--- src/rtl/branch_pc_unit.sv ---
// Fetch PC register with ID-stage branch/jump resolution and imem valid/ready request.
// A taken branch redirects fetch when its request is accepted; otherwise the target waits in PEND.
module branch_pc_unit #(
  parameter logic [31:0] RESET_PC   = 32'hBFC0_0000,
  parameter bit          DELAY_SLOT = 1'b1
) (
  input  logic        clk,
  input  logic        rst,
  input  logic        stall,
  input  logic        if_ready,
  input  logic        id_valid,
  input  logic [31:0] id_pc,
  input  logic [2:0]  br_op,
  input  logic [15:0] imm16,
  input  logic [25:0] jidx,
  input  logic [31:0] rdata1,
  input  logic        neql,
  output logic [31:0] pc,
  output logic        pc_valid,
  output logic        flush,
  output logic        br_taken,
  output logic        link_we,
  output logic [31:0] link_addr
);

  typedef enum logic {IDLE = 1'b0, PEND = 1'b1} state_e;

  localparam logic [2:0] OP_BEQ = 3'b001;
  localparam logic [2:0] OP_BNE = 3'b010;
  localparam logic [2:0] OP_J   = 3'b011;
  localparam logic [2:0] OP_JAL = 3'b100;
  localparam logic [2:0] OP_JR  = 3'b101;

  state_e      state_q, state_d;
  logic [31:0] pc_q, pc_d;
  logic [31:0] pend_tgt_q, pend_tgt_d;
  logic        started_q;
  logic        req_hold_q, req_hold_d;

  logic        fire;
  logic        taken;
  logic        accepted;
  logic [31:0] id_pc4;
  logic [31:0] br_off;
  logic [31:0] target;

  assign fire   = id_valid & ~stall & ~rst;
  assign id_pc4 = id_pc + 32'd4;
  assign br_off = {{14{imm16[15]}}, imm16, 2'b00};

  always_comb begin
    taken  = 1'b0;
    target = id_pc4 + br_off;
    case (br_op)
      OP_BEQ: taken = ~neql;
      OP_BNE: taken = neql;
      OP_J, OP_JAL: begin
        taken  = 1'b1;
        target = {id_pc4[31:28], jidx, 2'b00};
      end
      OP_JR: begin
        taken  = 1'b1;
        target = rdata1;
      end
      default: taken = 1'b0;
    endcase
  end

  // A held request keeps pc_valid up through a stall so the imem sees a stable request.
  assign pc_valid  = started_q & (~stall | req_hold_q) & ~rst;
  assign accepted  = pc_valid & if_ready;
  assign br_taken  = fire & taken;
  assign link_we   = fire & (br_op == OP_JAL);
  assign link_addr = DELAY_SLOT ? (id_pc + 32'd8) : id_pc4;
  assign pc        = pc_q;

  always_ff @(posedge clk) begin
    if (rst) begin
      state_q    <= IDLE;
      pc_q       <= RESET_PC;
      pend_tgt_q <= 32'd0;
      started_q  <= 1'b0;
      req_hold_q <= 1'b0;
    end else begin
      state_q    <= state_d;
      pc_q       <= pc_d;
      pend_tgt_q <= pend_tgt_d;
      started_q  <= 1'b1;
      req_hold_q <= req_hold_d;
    end
  end

  always_comb begin
    state_d = state_q;
    case (state_q)
      IDLE:    if (br_taken && !accepted) state_d = PEND;
      PEND:    if (accepted) state_d = IDLE;
      default: state_d = IDLE;
    endcase
  end

  // A second taken branch while in PEND is ignored; the first target wins.
  always_comb begin
    pc_d       = pc_q;
    pend_tgt_d = pend_tgt_q;
    flush      = 1'b0;
    req_hold_d = req_hold_q;
    if (accepted)      req_hold_d = 1'b0;
    else if (pc_valid) req_hold_d = 1'b1;
    case (state_q)
      IDLE: begin
        if (br_taken && accepted) begin
          pc_d  = target;
          flush = ~DELAY_SLOT;
        end else if (br_taken) begin
          pend_tgt_d = target;
        end else if (accepted) begin
          pc_d = pc_q + 32'd4;
        end
      end
      PEND: begin
        if (accepted) begin
          pc_d  = pend_tgt_q;
          flush = ~DELAY_SLOT;
        end
      end
      default: ;
    endcase
  end

endmodule

--- config.mk ---
export PLATFORM = sky130hd
export DESIGN_NAME = branch_pc_unit
export DESIGN_NICKNAME = d
export VERILOG_FILES = /design/src/rtl/branch_pc_unit.sv
export SDC_FILE = /design/constraint.sdc
export NUM_CORES = 1
export LEC_CHECK = 0
export ABC_AREA = 1
export BUFFER_PORTS_ARGS = -buffer_cell sky130_fd_sc_hd__clkbuf_2
export CORE_AREA = 3 3 135 137
export DETAILED_ROUTE_END_ITERATION = 10
export DIE_AREA = 0 0 138 140
export GPL_TIMING_DRIVEN = 0
export HOLD_SLACK_MARGIN = 0.08
export PLACE_DENSITY = 0.68
export SYNTH_ARGS = -nofsm -noshare
export SYNTH_HDL_FRONTEND = slang
export SYNTH_SLANG_ARGS = --single-unit
--- constraint.sdc ---
create_clock -name clk -period 6.09 [get_ports clk]
set_input_delay 0.9135 -clock clk [delete_from_list [all_inputs] [get_ports clk]]
set_output_delay 0.9135 -clock clk [all_outputs]
set_load 0.02 [all_outputs]
==> results.md <==
- After clock tree synthesis, the flow added hold-fix buffers numbering 0.
- The worst setup path is launched from a primary input.
- The number of antenna violations at the first check in global routing is 0.
- The worst-case clock skew is 0.005241 ns.
- The routed wire length is approximately 28000 um.
- The routed layout has 8910 vias.
- Clock-pin slew was measured on the worst setup and hold paths at 0.05 ns.
- The max-slew violation total from the final report is 0.
- The required time at the worst-slack endpoint is 6.36 ns.
- The main flop type after synthesis is dfxtp_1.
- The repair_antennas step left the layout with diodes totalling 0.
- The synthesized netlist cell count is roughly 1300.
- After floorplanning, the core was divided into 48 placement rows.
- The critical path crosses 24 cells after its start point.
- STA classifies the critical path endpoint as a register.
- The final count of hold timing violations is 0.
- The final routed DRC violation total is 0.
- The kind of critical path is in2reg.
- In this run the clock root is driven by a clkbuf_16.
- The depth of the worst register-to-register path is 11.
- The min-delay analysis places its worst path in the category reg2reg.
- In this run the number of H-tree levels came out at 3.
- The number of nets handed over by synthesis was 1436.
- The synthesis warning total is 0.
- The die is 140 um tall.
- The signal on the critical path passes through clkbuf_2 > ha_1 > inv_1 > nor2_4 > inv_2 > nor2_1 > nand2_1 > xor2_1 > inv_1 > ha_1 > nand2_1 > nor2_1 > nand2_1 > inv_1 > nand2_1 > nand2_1 > inv_1 > nand2_1 > inv_1 > nand2_1 > nand3_1 > nand2_1 > nand2_1 > a21oi_2.
- The relative slew slack is 55.08%.
- In this design, the stage delay of the slowest critical-path cell is between 0.3 and 0.4 ns.
- The number of fill cells is 1875.
- The most common cell after layout, fill and taps aside is nand2_1.
- For this run, the register share of the synthesized area comes to 17.61%.
- The placeable core region is ~17000 um^2.
- The estimated wirelength of the detail-placed design is 23360 um.
- Dividing the detail-routed via count by the number of cells gives 5.220.
- Cells fill between 50 and 60% of the core in the end.
- The synthesized area per cell is ~5.9 um^2.
- The overall routing resource usage is 27.68%.
- Subtracting the final worst setup slack from the clock period gives 3.961 ns.
- In the layout the commonest cells are nand2_1 (337), inv_1 (182), clkbuf_2 (182), nor2_1 (116), nand3_1 (85).
- The clock passes through at most 2 buffers.
- On the critical path the largest part of the delay comes from simple AND/OR/NAND/NOR gates.
- Synthesis inferred 67 register bits.
- The multi-input logic area is 5309 um^2.
- Power spread over the standard cell area amounts to 165.8 nW/um^2.
- The number of sinks handled by clock tree synthesis is 67.
- In this run, CTS created clock tree buffers numbering 9.
- The layout net count is 1627.
- Input and output buffers added on the ports amount to 180.
- The maximum clock rate is 252.5 MHz.
- In this run the count of I/O pins placed on the die edge is 183.
- The sum of negative setup slack is 0 ns.
- Of all flip-flops after synthesis, the portion carrying an async set or reset was 0%.
- The analysis attributes to cell leakage a power of 4.804 nW.
- The highest-delay cell along the critical path is ha_1.
- The largest net degree at the start of global routing is 18.
- The most numerous cell type found on the critical path is nand2_1.
- At the worst endpoint, the arrival time is about 4.2 ns.
- The peak fanout along the critical path is 9.
- At the later pin of the worst-skew pair, clock insertion delay measures 0.34 ns.
- The first global-routing pass estimated 43040 um of wire.
- The iteration count of the initial detailed-routing pass is 5.
- From left edge to right edge, the die measures approximately 140 um.
- The synthesized netlist occupies a cell area of between 7000 and 8000 um^2.
- The relative area change from synthesis to final layout is 19.40%.
- The final period utilization is 65.04%.
- The worst supply voltage drop on vdd is around 0.14 mV.
- The detailed-route wire length per cell is 16.22 um.
- The CTS tree is done.
- The smallest hold slack is between 0.4 and 0.5 ns.
- Registers take approximately 1300 um^2.
- The die footprint is 19320 um^2.
- The max-capacitance violation count is 0.
- The actual slew at the worst max-slew pin is 0.6738 ns.
- Synthesis instantiated 53 different standard cells from the library.
- Post-CTS timing repair inserted 0 buffers for setup.
- The setup check on the worst reg-to-reg path leaves a slack of ~4 ns.
- The final setup violation count is 0.
- Summed over all layers, the global routing overflow is 0.
- Yosys mapped a number of flops with a built-in enable equal to 0.
- The remaining antenna violation count after routing is 0.
- The via count of the first global-routing pass is 8272.
- Setup repair after global routing left no endpoint under its margin.
- The flow ran to the end, and the final reports show no timing, DRC or antenna violations.
- The quantity of gates resized following cts is 0.
- The number of cells on the worst hold path is 2.
- At the end of routability-driven placement, the weighted congestion stood at approximately 0.95.
- Of the cells placed in the final design, the portion with a size suffix greater than 1 is 19.97%.
- The starting DRC count in detailed routing is between 600 and 700.
- For this configuration, the core starts out at a cell density of 44.34%.
- The total buffers and inverters traversed by the critical path is 7.
## through the flow
| step | power (mW) | instance area, um^2 | instances | setup WS [ns] |
|---|---|---|---|---|
| 2_1_floorplan | 0.8101 | 7616 | 1287 | 2.530 |
| 3_3_place_gp | 0.9825 | 8798 | 1692 | 1.863 |
| 3_5_place_dp | 0.9860 | 8798 | 1692 | 1.838 |
| 4_1_cts | 1.505 | 9094 | 1707 | 2.172 |
| 5_1_grt | 1.590 | 9094 | 1707 | 1.827 |
| 6_report | 1.508 | 9094 | 1707 | 2.129 |
## path summary, 6_finish.rpt
| check | start | end |
|---|---|---|
| hold / removal | pend_tgt_q[4] | pc[4] |
| setup / recovery | id_pc[2] | pc[31] |
| hold reg to reg | pend_tgt_q[4] | pc[4] |
| setup reg to reg | pc[2] | pc[30] |
## state kept, by name, summed over array words and instances (netlist names)
register / cells
state_q: 1
req_hold_q: 1
started_q: 1
pc: 32
pend_tgt_q: 32
## worst reg2reg max path: stages (launching register included)
cell,delay [ns]
dfxtp_1,0.41
ha_1,0.28
nand3_2,0.15
nor3_1,0.19
nand3b_1,0.15
nor2_1,0.23
nand3b_1,0.15
xor2_1,0.17
nand2_1,0.07
nand3_1,0.07
nand2_1,0.09
nand2_1,0.05
## routing by layer
metal	wire [um]	share of wire (%)	GRT usage (%)	vias to the layer above
li1	-	-	-	4547
met1	11700	42	33.18	3967
met2	13090	47	49.23	326
met3	1611	5.8	3.619	70
met4	1289	4.7	12.74	0
met5	0	0	0	-
## synth_stat cells (19+ instances only)
cell	number	share of area (%)
nor2_1	116	5.7
a22oi_1	25	2.5
inv_1	182	9.0
nand4_1	21	1.7
o21ai_0	53	3.5
nor2_2	20	1.6
nor3_1	27	1.8
nand3_1	85	5.6
dfxtp_1	67	18
nand2_1	337	17
o21ai_1	19	1.2
a21oi_1	74	4.9
xor2_1	54	6.2
ha_1	33	5.4
## final cells by class
| cell class | count | share of cell area (%) |
|---|---|---|
| Clock buffer | 13 | 2.862 |
| Multi-Input combinational cell | 982 | 58.38 |
| Sequential cell | 67 | 14.75 |
| Timing Repair Buffer | 180 | 9.906 |
| Clock inverter | 2 | 0.3853 |
| Tap cell | 225 | 3.096 |
| Inverter | 199 | 8.228 |
| Buffer | 39 | 2.394 |
## power by group
part	internal [mW]	leakage, nW	switching [mW]
logic	0.177	4.11	0.341
registers	0.454	0.544	0.0128
clock network	0.336	0.146	0.186
## cell families after synthesis
group,after synthesis,share of synthesized area (%)
DFF,67,17.61
and+or+nand+nor,668,40.20
AOI/OAI and AO/OA,209,15.67
xor gates and xnor gates,67,7.705
other,1,0.04924
buffers and inverters,238,12.68
adders and majority gates,34,5.684
muxes,3,0.3943
(Power assumes the default switching activity.)
